[src/rtl/ball_motion_pkg.sv]
// Shared definitions for the ball motion engine: game-state codes,
// playfield defaults, FSM and paddle-zone encodings, and the serve-column helper.
package ball_motion_pkg;

  localparam int SCREEN_W_DEFAULT = 160;
  localparam int SCREEN_H_DEFAULT = 120;
  localparam int PADDLE_Y_DEFAULT = 110;

  // Game state codes driven by the upstream game controller
  localparam logic [2:0] ST_SERVE = 3'b000;
  localparam logic [2:0] ST_PLAY  = 3'b001;

  typedef enum logic [1:0] {
    FSM_SERVE = 2'b00,
    FSM_MOVE  = 2'b01,
    FSM_LOST  = 2'b10
  } fsm_e;

  // Which part of the paddle the ball struck
  typedef enum logic [1:0] {
    ZONE_MID   = 2'b00,
    ZONE_LEFT  = 2'b01,
    ZONE_RIGHT = 2'b10
  } zone_e;

  // Ball column while sitting on the paddle: paddle centre, clamped to the right edge
  function automatic logic [7:0] serve_column(input logic [7:0] paddle_x,
                                              input logic [7:0] paddle_len,
                                              input logic [7:0] x_max);
    logic [8:0] sum_s;
    sum_s = {1'b0, paddle_x} + {2'b00, paddle_len[7:1]};
    if (sum_s >= {1'b0, x_max}) begin
      return x_max;
    end else begin
      return sum_s[7:0];
    end
  endfunction

endpackage

[src/rtl/ball_motion_if.sv]
// Signal bundle between the game controller / paddle stage and the ball engine.
// master: drives strobes and paddle geometry, slave: the ball engine.
interface ball_motion_if;
  logic       tick;
  logic [2:0] state;
  logic [7:0] paddleX;
  logic [7:0] length;
  logic       brickHit;
  logic [7:0] ballX;
  logic [6:0] ballY;
  logic       paddleHit;
  logic       lostBall;

  modport master (
    output tick, state, paddleX, length, brickHit,
    input  ballX, ballY, paddleHit, lostBall
  );

  modport slave (
    input  tick, state, paddleX, length, brickHit,
    output ballX, ballY, paddleHit, lostBall
  );
endinterface

[src/rtl/ball_motion_paddle_hit_detect.sv]
// Paddle overlap test: the ball hits when it is descending on the row just
// above the paddle and its column lies within the paddle span. Also reports
// whether the contact point is in the outer quarter on either side.
module ball_motion_paddle_hit_detect
  import ball_motion_pkg::*;
#(
  parameter int PADDLE_Y = PADDLE_Y_DEFAULT
) (
  input  logic [7:0] ball_x,
  input  logic [6:0] ball_y,
  input  logic       dy_down,
  input  logic [7:0] paddle_x,
  input  logic [7:0] paddle_len,
  output logic       hit,
  output zone_e      zone
);

  localparam logic [6:0] Y_REST = 7'(PADDLE_Y - 1);

  logic [8:0] right_edge_s;
  logic [8:0] offset_s;
  logic [8:0] quarter_s;
  logic [8:0] outer_start_s;
  logic       in_span_s;

  // Span test in 9 bits so paddle_x+length cannot wrap, then zone classification
  always_comb begin
    right_edge_s  = {1'b0, paddle_x} + {1'b0, paddle_len} - 9'd1;
    offset_s      = {1'b0, ball_x} - {1'b0, paddle_x};
    quarter_s     = {3'b000, paddle_len[7:2]};
    outer_start_s = {1'b0, paddle_len} - quarter_s;
    in_span_s     = ({1'b0, ball_x} >= {1'b0, paddle_x}) && ({1'b0, ball_x} <= right_edge_s);
    hit           = dy_down && (ball_y == Y_REST) && in_span_s;
    if (!hit) begin
      zone = ZONE_MID;
    end else if (offset_s < quarter_s) begin
      zone = ZONE_LEFT;
    end else if (offset_s >= outer_start_s) begin
      zone = ZONE_RIGHT;
    end else begin
      zone = ZONE_MID;
    end
  end

endmodule

[src/rtl/ball_motion.sv]
// Ball position/velocity engine. Holds the ball on the paddle while serving,
// steps it once per frame tick while playing, reflects it off walls and the
// paddle, and reports paddle bounces and lost balls as one-cycle pulses.
// Optional feature macro BALL_ANGLE_EN: paddle hits in the outer quarter of the
// paddle send the ball away at horizontal speed 2.
module ball_motion
  import ball_motion_pkg::*;
#(
  parameter int SCREEN_W = SCREEN_W_DEFAULT,
  parameter int SCREEN_H = SCREEN_H_DEFAULT,
  parameter int PADDLE_Y = PADDLE_Y_DEFAULT
) (
  input logic          clock,
  input logic          resetn,
  ball_motion_if.slave bus
);

  localparam logic [7:0] X_MAX    = 8'(SCREEN_W - 1);
  localparam logic [6:0] Y_MAX    = 7'(SCREEN_H - 1);
  localparam logic [6:0] Y_REST   = 7'(PADDLE_Y - 1);
  localparam logic [6:0] Y_BOUNCE = 7'(PADDLE_Y - 2);

  fsm_e              fsm_r;
  logic [7:0]        ball_x_r;
  logic [6:0]        ball_y_r;
  logic signed [2:0] dx_r;
  logic              dy_down_r;      // 1: dy=+1 (towards paddle), 0: dy=-1
  logic              brick_r;        // pending brick reversal
  logic              paddle_hit_r;
  logic              lost_ball_r;

  logic [7:0]        serve_x_s;
  logic              hit_s;
  zone_e             zone_s;
  logic signed [9:0] nx_s;
  logic signed [9:0] ny_s;
  logic [7:0]        step_x_s;
  logic signed [2:0] wall_dx_s;
  logic signed [2:0] step_dx_s;
  logic [6:0]        step_y_s;
  logic              step_dy_down_s;
  logic              step_hit_s;
  logic              step_lost_s;

  assign serve_x_s = serve_column(bus.paddleX, bus.length, X_MAX);

  ball_motion_paddle_hit_detect #(
    .PADDLE_Y (PADDLE_Y)
  ) u_hit (
    .ball_x     (ball_x_r),
    .ball_y     (ball_y_r),
    .dy_down    (dy_down_r),
    .paddle_x   (bus.paddleX),
    .paddle_len (bus.length),
    .hit        (hit_s),
    .zone       (zone_s)
  );

  // Candidate next position with signed headroom so walls can be detected past the edge
  always_comb begin
    nx_s = $signed({2'b00, ball_x_r}) + $signed({{7{dx_r[2]}}, dx_r});
    if (dy_down_r) begin
      ny_s = $signed({3'b000, ball_y_r}) + 10'sd1;
    end else begin
      ny_s = $signed({3'b000, ball_y_r}) - 10'sd1;
    end
  end

  // Horizontal step: side-wall clamp and reflection, then paddle steering
  always_comb begin
    if (nx_s <= 10'sd0) begin
      step_x_s  = 8'd0;
      wall_dx_s = -dx_r;
    end else if (nx_s >= $signed({2'b00, X_MAX})) begin
      step_x_s  = X_MAX;
      wall_dx_s = -dx_r;
    end else begin
      step_x_s  = nx_s[7:0];
      wall_dx_s = dx_r;
    end
`ifdef BALL_ANGLE_EN
    if (hit_s) begin
      case (zone_s)
        ZONE_LEFT:  step_dx_s = -3'sd2;
        ZONE_RIGHT: step_dx_s = 3'sd2;
        default:    step_dx_s = wall_dx_s[2] ? -3'sd1 : 3'sd1;
      endcase
    end else begin
      step_dx_s = wall_dx_s;
    end
`else
    step_dx_s = wall_dx_s;
`endif
  end

`ifndef BALL_ANGLE_EN
  // Zone only steers the ball when angled bounces are built in
  logic unused_zone_s;
  assign unused_zone_s = ^zone_s;
`endif

  // Vertical step: top wall and paddle win over a pending brick reversal
  always_comb begin
    step_y_s       = ny_s[6:0];
    step_dy_down_s = dy_down_r;
    step_hit_s     = 1'b0;
    step_lost_s    = 1'b0;
    if (ny_s <= 10'sd0) begin
      step_y_s       = 7'd0;
      step_dy_down_s = 1'b1;
    end else if (hit_s) begin
      step_y_s       = Y_BOUNCE;
      step_dy_down_s = 1'b0;
      step_hit_s     = 1'b1;
    end else if (ny_s >= $signed({3'b000, Y_MAX})) begin
      step_y_s       = Y_MAX;
      step_lost_s    = 1'b1;
      step_dy_down_s = dy_down_r ^ brick_r;
    end else begin
      step_y_s       = ny_s[6:0];
      step_dy_down_s = dy_down_r ^ brick_r;
    end
  end

  // Serve/move/lost sequencer owning all ball state and the output pulses
  always_ff @(posedge clock) begin
    if (!resetn) begin
      fsm_r        <= FSM_SERVE;
      ball_x_r     <= serve_x_s;
      ball_y_r     <= Y_REST;
      dx_r         <= 3'sd1;
      dy_down_r    <= 1'b0;
      brick_r      <= 1'b0;
      paddle_hit_r <= 1'b0;
      lost_ball_r  <= 1'b0;
    end else begin
      paddle_hit_r <= 1'b0;
      lost_ball_r  <= 1'b0;
      case (fsm_r)
        FSM_SERVE: begin
          ball_x_r  <= serve_x_s;
          ball_y_r  <= Y_REST;
          dx_r      <= 3'sd1;
          dy_down_r <= 1'b0;
          brick_r   <= 1'b0;
          if (bus.state == ST_PLAY) begin
            fsm_r <= FSM_MOVE;
          end else begin
            fsm_r <= FSM_SERVE;
          end
        end
        FSM_MOVE: begin
          if (bus.state == ST_SERVE) begin
            fsm_r     <= FSM_SERVE;
            ball_x_r  <= serve_x_s;
            ball_y_r  <= Y_REST;
            dx_r      <= 3'sd1;
            dy_down_r <= 1'b0;
            brick_r   <= 1'b0;
          end else if ((bus.state == ST_PLAY) && bus.tick) begin
            ball_x_r     <= step_x_s;
            ball_y_r     <= step_y_s;
            dx_r         <= step_dx_s;
            dy_down_r    <= step_dy_down_s;
            brick_r      <= bus.brickHit;
            paddle_hit_r <= step_hit_s;
            lost_ball_r  <= step_lost_s;
            fsm_r        <= step_lost_s ? FSM_LOST : FSM_MOVE;
          end else begin
            brick_r <= brick_r | bus.brickHit;
          end
        end
        FSM_LOST: begin
          if (bus.state == ST_SERVE) begin
            fsm_r     <= FSM_SERVE;
            ball_x_r  <= serve_x_s;
            ball_y_r  <= Y_REST;
            dx_r      <= 3'sd1;
            dy_down_r <= 1'b0;
            brick_r   <= 1'b0;
          end else begin
            fsm_r <= FSM_LOST;
          end
        end
        default: begin
          fsm_r <= FSM_SERVE;
        end
      endcase
    end
  end

  assign bus.ballX     = ball_x_r;
  assign bus.ballY     = ball_y_r;
  assign bus.paddleHit = paddle_hit_r;
  assign bus.lostBall  = lost_ball_r;

endmodule

[src/flat_wrapper.sv]
// flat-port wrapper written by rule: the top's interface ports become plain ports
module ball_motion_flat import ball_motion_pkg::*;
#(
  parameter int SCREEN_W = SCREEN_W_DEFAULT,
  parameter int SCREEN_H = SCREEN_H_DEFAULT,
  parameter int PADDLE_Y = PADDLE_Y_DEFAULT
)
  (clock, resetn, bus_tick, bus_state, bus_paddleX, bus_length, bus_brickHit, bus_ballX, bus_ballY, bus_paddleHit, bus_lostBall);
  ball_motion_if bus_i ();
  input logic clock;
  input logic resetn;
  input wire logic [$bits(bus_i.tick)-1:0] bus_tick;
  input wire logic [$bits(bus_i.state)-1:0] bus_state;
  input wire logic [$bits(bus_i.paddleX)-1:0] bus_paddleX;
  input wire logic [$bits(bus_i.length)-1:0] bus_length;
  input wire logic [$bits(bus_i.brickHit)-1:0] bus_brickHit;
  output wire logic [$bits(bus_i.ballX)-1:0] bus_ballX;
  output wire logic [$bits(bus_i.ballY)-1:0] bus_ballY;
  output wire logic [$bits(bus_i.paddleHit)-1:0] bus_paddleHit;
  output wire logic [$bits(bus_i.lostBall)-1:0] bus_lostBall;
  assign bus_i.tick = bus_tick;
  assign bus_i.state = bus_state;
  assign bus_i.paddleX = bus_paddleX;
  assign bus_i.length = bus_length;
  assign bus_i.brickHit = bus_brickHit;
  assign bus_ballX = bus_i.ballX;
  assign bus_ballY = bus_i.ballY;
  assign bus_paddleHit = bus_i.paddleHit;
  assign bus_lostBall = bus_i.lostBall;
  ball_motion #(.SCREEN_W(SCREEN_W), .SCREEN_H(SCREEN_H), .PADDLE_Y(PADDLE_Y)) u_core (.clock(clock), .resetn(resetn), .bus(bus_i));
endmodule
[config.mk]
export PLATFORM = sky130hd
export DESIGN_NAME = ball_motion_flat
export DESIGN_NICKNAME = d
export VERILOG_FILES = /design/src/rtl/ball_motion_pkg.sv /design/src/rtl/ball_motion_if.sv /design/src/rtl/ball_motion_paddle_hit_detect.sv /design/src/rtl/ball_motion.sv /design/src/flat_wrapper.sv
export SDC_FILE = /design/constraint.sdc
export NUM_CORES = 1
export LEC_CHECK = 0
export ABC_AREA = 1
export BUFFER_PORTS_ARGS = -buffer_cell sky130_fd_sc_hd__buf_2
export CAP_MARGIN = 30
export CORE_UTILIZATION = 50
export DETAILED_ROUTE_END_ITERATION = 7
export PLACE_DENSITY = 0.69
export SLEW_MARGIN = 20
export SYNTH_ARGS = -nofsm -noshare
export SYNTH_HDL_FRONTEND = slang
export SYNTH_HIERARCHICAL = 1
export SYNTH_SLANG_ARGS = --single-unit
export TNS_END_PERCENT = 50
[constraint.sdc]
create_clock -name clock -period 4.8 [get_ports clock]
set_input_delay 0.96 -clock clock [delete_from_list [all_inputs] [get_ports clock]]
set_output_delay 0.96 -clock clock [all_outputs]
set_load 0.01 [all_outputs]
==> flow_summary_export.csv, run 1 <==
group,metric,value,unit
global_routing,grt_pass1_vias,3349,
routing,antenna_left,0,
power_and_ir_drop,p_per_area,268,nW/um^2
critical_path,crit_fanout,4,
global_routing,use_met2,45.4,%
floorplan,coreArea,6790,sq um
timing,fin_crit,3.88,ns
routing,dr.first_iter.drc_count,180,
critical_path,crit_buf_inv,6,
floorplan,die_h,85.7,microns
synthesis,syn_nets,632,
timing,max_slew_margin,46.4,%
critical_path,crit_type,"in -> reg",
place,port_buffers,39,
finish,syn2layout_area_growth,10.4,%
global_routing,grt_pass1_wl,14.5,mm
cts,cts.path.max_buffers,2,
critical_path,startpoint_type,"input port",
cts,cts_setup_buffers,0,
critical_path,crit_slowest_cell,"fa_1",
finish,nNetsFinal,673,
cts,path_clk_slew,0.08,ns
critical_path,crit_top_cell,"nand2_1",
synthesis,yosys_warnings,6,
routing,post-route-drc-count,0,
cts,cts.repair.resized,0,
finish,fill_cells,697,
power_and_ir_drop,power,1.04,mW
timing,maxSlewViolCount,0,
timing,rsz0062_at_grt,"no",
finish,drive_gt1_share,15.4,%
routing,vias,3491,
critical_path,crit_family,"adder cells",
floorplan,dieArea,7340,sq um
global_routing,busiest_layer,"met2",
job,maxCapViolations,0,
routing,avgViaCountPerCell,5.07,
min_path,hp-class,"reg -> reg",
global_routing,track_usage,24.0,%
timing,hold_viol,0,
finish,num_antenna_cells,0,
finish,final_cell_mix,"nand2_1, inv_1, ha_1",
synthesis,syn_avg_cell_area,6.34,sq um
timing,skew,0.00215,ns
cts,cts_tree,"built",
critical_path,arrival,4.04,ns
critical_path,cpPeakStageDelay,0.40,ns
status,status,"completed",
timing,setup_tns,0,ns
synthesis,syn-cell-area,3500,sq um
timing,setup_viol,0,
floorplan,rows,30,
global_routing,grt_overflow,0,
power_and_ir_drop,leakage,2.21,nW
cts,cts.sinks,24,
global_routing,met3_usage,2.02,%
floorplan,die_w,85.7,microns
finish,utilization,56.9,%
cts,clk_latency,0.26,ns
timing,fmax,0.258,GHz
routing,wl_per_cell,12.3,microns
synthesis,syn_inst,552,
timing,worst_pin_slew,0.801,ns
cts,root_buffer,"clkbuf_8",
cts,holdBufCountCts,0,
floorplan,io_pins,40,
critical_path,cp-end-kind,"register",
place,gp_congestion,0.901,
place,place_hpwl,7.04,mm
place,place_inst,684,
finish,final_cells,688,
floorplan,initial_core_util,51.5,%
global_routing,met1_usage,30.6,%
finish,mostFrequentLayoutCell,"nand2_1",
cts,h-tree-depth,1,
global_routing,grt_max_degree,15,
power_and_ir_drop,vdd.ir_drop.worst,0.210,mV
cts,cts_buffers,3,
critical_path,required,4.96,ns
routing,drt_pass1_iterations,5,
global_routing,antenna_found_initial,0,
timing,period_share,80.8,%
routing,finalWirelength,8.45,mm
## stage by stage
stage | cell area (sq um) | setup WS (ns) | hold WS, ns
6_report | 3870 | 0.920 | 0.484
4_1_cts | 3870 | 0.935 | 0.488
3_3_place_gp | 3800 | 0.807 | 0.470
5_1_grt | 3870 | 0.633 | 0.512
3_5_place_dp | 3800 | 0.666 | 0.475
2_1_floorplan | 3500 | 1.16 | 0.447
## where the power goes
part,internal [mW],switching [mW],total (mW)
registers,0.235,0.0329,0.268
logic,0.229,0.386,0.616
clock network,0.0904,0.0623,0.153
total,0.555,0.482,1.04
## worst min-delay path: stages (launching register included)
cell     delay [ns]
dfxtp_1        0.33
nand2_1        0.06
a21oi_1        0.05
## area by class of cell
type,count,area (sq um),share of cell area [%]
inverters,114,428,11.1
well taps,96,120,3.11
multi-input cells,410,2490,64.4
clock buffers,4,66.3,1.71
repair buffers,40,200,5.18
flip-flops and latches,24,561,14.5
## path summary, 6_finish.rpt
path	cells after the start	to	from	slack, ns
worst min-delay path	2	u_core/brick_r	u_core/brick_r	0.48
worst max-delay path	25	u_core/bus.ballY[5]	bus_paddleX[1]	0.92
worst min register to register	2	u_core/brick_r	u_core/brick_r	0.48
worst max register to register	17	u_core/bus.ballX[2]	u_core/bus.ballX[0]	2.09
## layer usage
layer / vias to the layer above / share of wire [%]
met5: - / 0
met4: 0 / 0.50
met3: 6 / 3.8
met2: 81 / 49
met1: 1573 / 47
li1: 1831 / -
## state kept, by name (all words and copies together), names as in the netlist
register	flops
u_core/dx_r	3
u_core/fsm_r	2
u_core/bus.ballX	8
u_core/bus.paddleHit	1
u_core/brick_r	1
u_core/dy_down_r	1
u_core/bus.lostBall	1
u_core/bus.ballY	7
(Power assumes the default switching activity.)
==> run 2: changes to the inputs <==
--- a/config.mk
+++ b/config.mk
@@ -10,7 +10,7 @@
 export CAP_MARGIN = 30
 export CORE_UTILIZATION = 50
 export DETAILED_ROUTE_END_ITERATION = 7
-export PLACE_DENSITY = 0.69
+export PLACE_DENSITY = 0.72
 export SLEW_MARGIN = 20
 export SYNTH_ARGS = -nofsm -noshare
 export SYNTH_HDL_FRONTEND = slang
==> constraint.sdc (replaced) <==
create_clock -name clock -period 3.4 [get_ports clock]
set_input_delay 0.68 -clock clock [delete_from_list [all_inputs] [get_ports clock]]
set_output_delay 0.68 -clock clock [all_outputs]
set_load 0.01 [all_outputs]
==> run 2 against run 1 <==
Effect of this change: register-to-register slack worse by 1.3 ns; setup slack lost 0.75 ns; combinational power up 50%; largest cell class unchanged; largest power group unchanged.
==> flow_summary_export.csv, run 2 (synthesis gave the netlist of run 1 again) <==
group,metric,value,unit
status,status,"completed",
cts,path_clk_slew,0.09,ns
place,place_hpwl,6.92,mm
timing,worst_pin_slew,0.524,ns
timing,max_slew_margin,65.1,%
min_path,hp-class,"reg -> reg",
finish,mostFrequentLayoutCell,"nand2_1",
routing,avgViaCountPerCell,5.04,
timing,fin_crit,3.23,ns
global_routing,grt_pass1_wl,14.1,mm
finish,fill_cells,636,
timing,maxSlewViolCount,0,
finish,drive_gt1_share,22.1,%
routing,antenna_left,0,
cts,root_buffer,"clkbuf_8",
critical_path,crit-reg2reg-launch,"u_core/bus.ballX[0]",
floorplan,die_h,85.7,microns
timing,setup_viol,0,
global_routing,grt_pass1_vias,3323,
cts,h-tree-depth,1,
critical_path,crit_fanout,3,
cts,cts.sinks,24,
min_path,whs_path_depth,2,
global_routing,antenna_found_initial,0,
routing,finalWirelength,8.53,mm
finish,largest_reg_flops,8,
cts,holdBufCountCts,0,
cts,cts.path.max_buffers,2,
place,post-place-ws,-0.350,ns
timing,setup_ws,0.166,ns
power_and_ir_drop,p_per_area,369,nW/um^2
finish,final_cells,710,
cts,clk_latency,0.27,ns
power_and_ir_drop,vdd.ir_drop.worst,0.274,mV
timing,skew,0.00484,ns
critical_path,crit_type,"in -> reg",
finish,multiInputGateArea,2580,sq um
cts,cts_tree,"built",
finish,final_cell_mix,"nand2_1, inv_1, ha_1",
place,gp_congestion,0.925,
critical_path,cp-end-kind,"register",
routing,post-route-drc-count,0,
global_routing,grt_max_degree,15,
critical_path,startpoint_type,"input port",
finish,syn2layout_area_growth,18.4,%
global_routing,track_usage,23.5,%
finish,register_area,561,sq um
timing,rsz0062_at_grt,"yes",
job,maxCapViolations,0,
global_routing,grt_overflow,0,
routing,wl_per_cell,12.0,microns
critical_path,required,3.61,ns
finish,utilization,61.0,%
floorplan,dieArea,7340,sq um
routing,vias,3581,
cts,cts_buffers,3,
place,port_buffers,39,
place,place_inst,704,
floorplan,io_pins,40,
critical_path,regToRegSetupSlack,0.74,ns
critical_path,arrival,3.44,ns
floorplan,rows,30,
timing,whs,0.485,ns
timing,fmax,0.309,GHz
critical_path,reg2reg_depth,17,
timing,hold_viol,0,
finish,nNetsFinal,695,
finish,num_antenna_cells,0,
timing,period_share,95.1,%
floorplan,die_w,85.7,microns
min_path,hp-start,"u_core/brick_r",
routing,dr.first_iter.drc_count,154,
floorplan,initial_core_util,51.5,%
critical_path,r2r-end,"u_core/bus.ballX[4]",
floorplan,coreArea,6790,sq um
power_and_ir_drop,leakage,2.32,nW
routing,drt_pass1_iterations,4,
min_path,hold_end,"u_core/brick_r",
## run 2: final cells by class
type,count,area share [%]
inverters,114,10.4
multi-input cells,410,62.3
flip-flops and latches,24,13.5
well taps,96,2.90
clock buffers,4,1.60
repair buffers,62,9.27
## run 2: worst max-delay path, stage by stage
cell and delay (ns):
buf_6 0.10, inv_4 0.05, ha_4 0.19, inv_2 0.06, ha_4 0.13, inv_2 0.04, fa_2 0.37, o21ai_2 0.15
nand2_1 0.06, a21oi_1 0.14, nor2_1 0.07, xor2_1 0.16, ha_1 0.31, nand4_1 0.09, nand2_1 0.05, nor2_1 0.10
nand2_1 0.09, nand3_2 0.08, inv_2 0.05, buf_4 0.12, nor2_2 0.14, nand3_1 0.10, a21oi_1 0.13
## run 2: how the worst max path moves through the flow
stage,start,end,slack [ns]
global route,bus_paddleX[2],u_core/bus.ballY[5],-0.04
CTS,bus_paddleX[1],u_core/fsm_r[0],0.02
detailed placement,bus_paddleX[1],u_core/fsm_r[0],-0.35
finish,bus_paddleX[1],u_core/bus.ballY[4],0.17
global placement,bus_paddleX[1],u_core/fsm_r[0],-0.24
floorplan,bus_paddleX[1],u_core/bus.ballY[6],0.04
## run 2: routing by layer
layer | vias up | global-route usage (%) | wire [microns]
met5 | - | 0 | 0
met4 | 0 | 3.94 | 155
met3 | 16 | 2.50 | 419
met2 | 96 | 44.8 | 4170
met1 | 1587 | 28.8 | 3790
li1 | 1882 | - | -
## run 2: power breakdown
group	switching (mW)	leakage [nW]	internal (mW)	total, mW
clock network	0.0961	0.0339	0.128	0.224
logic	0.563	2.08	0.363	0.926
registers	0.0457	0.208	0.332	0.377
## run 2: through the flow
| stage | TNS (ns) | power [mW] | instance area, sq um |
|---|---|---|---|
| after CTS | 0 | 1.49 | 4030 |
| after global placement | -2.24 | 1.23 | 3950 |
| after global routing | -0.147 | 1.67 | 4150 |
| final | 0 | 1.53 | 4150 |
| after floorplan | 0 | 1.02 | 3500 |
| after detailed placement | -3.45 | 1.25 | 3950 |
## run 2: timing repair
item                                   4_1_cts  5_1_grt
setup endpoints to repair                    7       12
setup buffers                                0        2
gates resized for setup                      2       27
pin swaps                                    0       20
endpoints found under the hold margin        0        0
==> run 3: changes to the inputs <==
--- a/config.mk
+++ b/config.mk
@@ -9,6 +9,7 @@
 export BUFFER_PORTS_ARGS = -buffer_cell sky130_fd_sc_hd__buf_2
 export CAP_MARGIN = 30
 export CORE_UTILIZATION = 50
+export CTS_BUF_LIST = sky130_fd_sc_hd__clkbuf_16
 export DETAILED_ROUTE_END_ITERATION = 7
 export PLACE_DENSITY = 0.72
 export SLEW_MARGIN = 20
==> run 3 against run 2 <==
Effect of this change: register-to-register slack is essentially flat; global-route usage shrank 0.066 points; combinational power is essentially flat; sequential share of layout area shrank 0.13 points; largest cell class unchanged.
==> flow_summary_export.csv, run 3 (synthesis gave the netlist of run 1 again) <==
group,metric,value,unit
status,status,"completed",
floorplan,die_w,85.7,microns
critical_path,reg2reg_depth,17,
finish,multiInputGateArea,2590,sq um
job,maxCapViolations,0,
routing,wl_per_cell,12.0,microns
finish,syn2layout_area_growth,19.5,%
critical_path,arrival,3.34,ns
floorplan,io_pins,40,
floorplan,die_h,85.7,microns
timing,setup_ws,0.186,ns
finish,final_cell_mix,"nand2_1, inv_1, ha_1",
critical_path,endpoint,"u_core/fsm_r[0]",
cts,root_buffer,"clkbuf_16",
critical_path,startpoint_type,"input port",
min_path,hp-class,"reg -> reg",
routing,vias,3574,
finish,largest_reg_flops,8,
timing,fin_crit,3.21,ns
power_and_ir_drop,p_per_area,385,nW/um^2
timing,whs,0.481,ns
timing,rsz0062_at_grt,"yes",
global_routing,antenna_found_initial,0,
cts,cts.sinks,24,
critical_path,crit_fanout,4,
finish,register_area,561,sq um
cts,clk_latency,0.26,ns
floorplan,rows,30,
global_routing,grt_pass1_wl,14.1,mm
power_and_ir_drop,power,1.61,mW
place,gp_congestion,0.925,
timing,hold_viol,0,
critical_path,crit_slowest_cell,"fa_2",
critical_path,r2r-end,"u_core/bus.ballX[4]",
cts,cts.path.max_buffers,2,
routing,antenna_left,0,
routing,avgViaCountPerCell,5.03,
critical_path,crit_family,"adder cells",
power_and_ir_drop,leakage,2.34,nW
timing,worst_pin_slew,0.529,ns
finish,nNetsFinal,695,
critical_path,crit_type,"in -> reg",
cts,h-tree-depth,1,
timing,setup_viol,0,
place,post-place-ws,-0.350,ns
critical_path,crit_buf_inv,6,
timing,skew,0.00735,ns
routing,dr.first_iter.drc_count,158,
timing,period_share,94.5,%
cts,cts_tree,"built",
floorplan,dieArea,7340,sq um
global_routing,grt_max_degree,15,
critical_path,crit-reg2reg-launch,"u_core/bus.ballX[0]",
critical_path,cp-end-kind,"register",
place,port_buffers,39,
cts,path_clk_slew,0.07,ns
global_routing,grt_overflow,0,
critical_path,cpPeakStageDelay,0.37,ns
finish,fill_cells,628,
routing,drt_pass1_iterations,5,
global_routing,grt_pass1_vias,3339,
global_routing,track_usage,23.5,%
floorplan,coreArea,6790,sq um
timing,max_slew_margin,64.7,%
floorplan,initial_core_util,51.5,%
critical_path,crit_top_cell,"nand2_1",
timing,maxSlewViolCount,0,
timing,fmax,0.311,GHz
finish,mostFrequentLayoutCell,"nand2_1",
critical_path,regToRegSetupSlack,0.75,ns
timing,setup_tns,0,ns
critical_path,path_depth,25,
place,place_hpwl,6.92,mm
finish,drive_gt1_share,22.1,%
finish,num_antenna_cells,0,
power_and_ir_drop,vdd.ir_drop.worst,0.355,mV
critical_path,crit_start,"bus_paddleX[1]",
finish,utilization,61.6,%
cts,cts_buffers,3,
critical_path,required,3.53,ns
min_path,hp-start,"u_core/brick_r",
routing,finalWirelength,8.54,mm
routing,post-route-drc-count,0,
## run 3: routing by layer
layer | vias to the layer above | wire (microns) | share of wire, % | GRT usage, %
met5 | - | 0 | 0 | 0
met1 | 1569 | 3700 | 43 | 28.9
met3 | 12 | 497 | 5.8 | 2.50
met2 | 110 | 4220 | 49 | 44.9
li1 | 1883 | - | - | -
met4 | 0 | 120 | 1.4 | 2.88
## run 3: worst min-delay path by stage
| stage | slack [ns] | to | cells past startpoint |
|---|---|---|---|
| 2_1_floorplan | 0.45 | u_core/dx_r[0] | 2 |
| 3_3_place_gp | 0.47 | u_core/dx_r[0] | 2 |
| 3_5_place_dp | 0.48 | u_core/brick_r | 2 |
| 4_1_cts | 0.48 | u_core/brick_r | 2 |
| 5_1_grt | 0.51 | u_core/brick_r | 2 |
| 6_report | 0.48 | u_core/brick_r | 2 |
## run 3: metrics by stage
| stage | cells | cell area, sq um |
|---|---|---|
| global route | 710 | 4180 |
| detailed placement | 704 | 3950 |
| CTS | 708 | 4060 |
| global placement | 704 | 3950 |
| floorplan | 552 | 3500 |
| finish | 710 | 4180 |
## run 3: area by class of cell
cell class	count	area share [%]
Tap cell	96	2.87
Timing Repair Buffer	62	9.18
Multi-Input combinational cell	410	61.8
Sequential cell	24	13.4
Inverter	114	10.3
Clock buffer	4	2.39
## run 3: timing repair
action / CTS / global route
pin swaps: 0 / 20
hold buffers: 0 / 0
setup buffers: 0 / 2
resized for setup: 3 / 27
setup endpoints to repair: 9 / 12
endpoints found under the hold margin: 0 / 0
## run 3: report_power, final
group | switching, mW | total, mW | internal (mW)
sequential | 0.0450 | 0.377 | 0.332
clock | 0.102 | 0.306 | 0.204
combinational | 0.563 | 0.927 | 0.363
total | 0.710 | 1.61 | 0.900
## run 3: worst reg2reg max path: stages (launching register included)
cell,delay [ns]
edfxtp_1,0.41
ha_1,0.22
inv_1,0.06
fa_1,0.43
inv_1,0.12
nand2_1,0.07
nand2_2,0.12
nand2_2,0.07
nand2_1,0.06
nand2_1,0.05
nand2_2,0.07
inv_2,0.05
nand2_2,0.08
nor2_2,0.06
nor2_4,0.18
inv_2,0.06
o21ai_0,0.18
a21oi_1,0.10
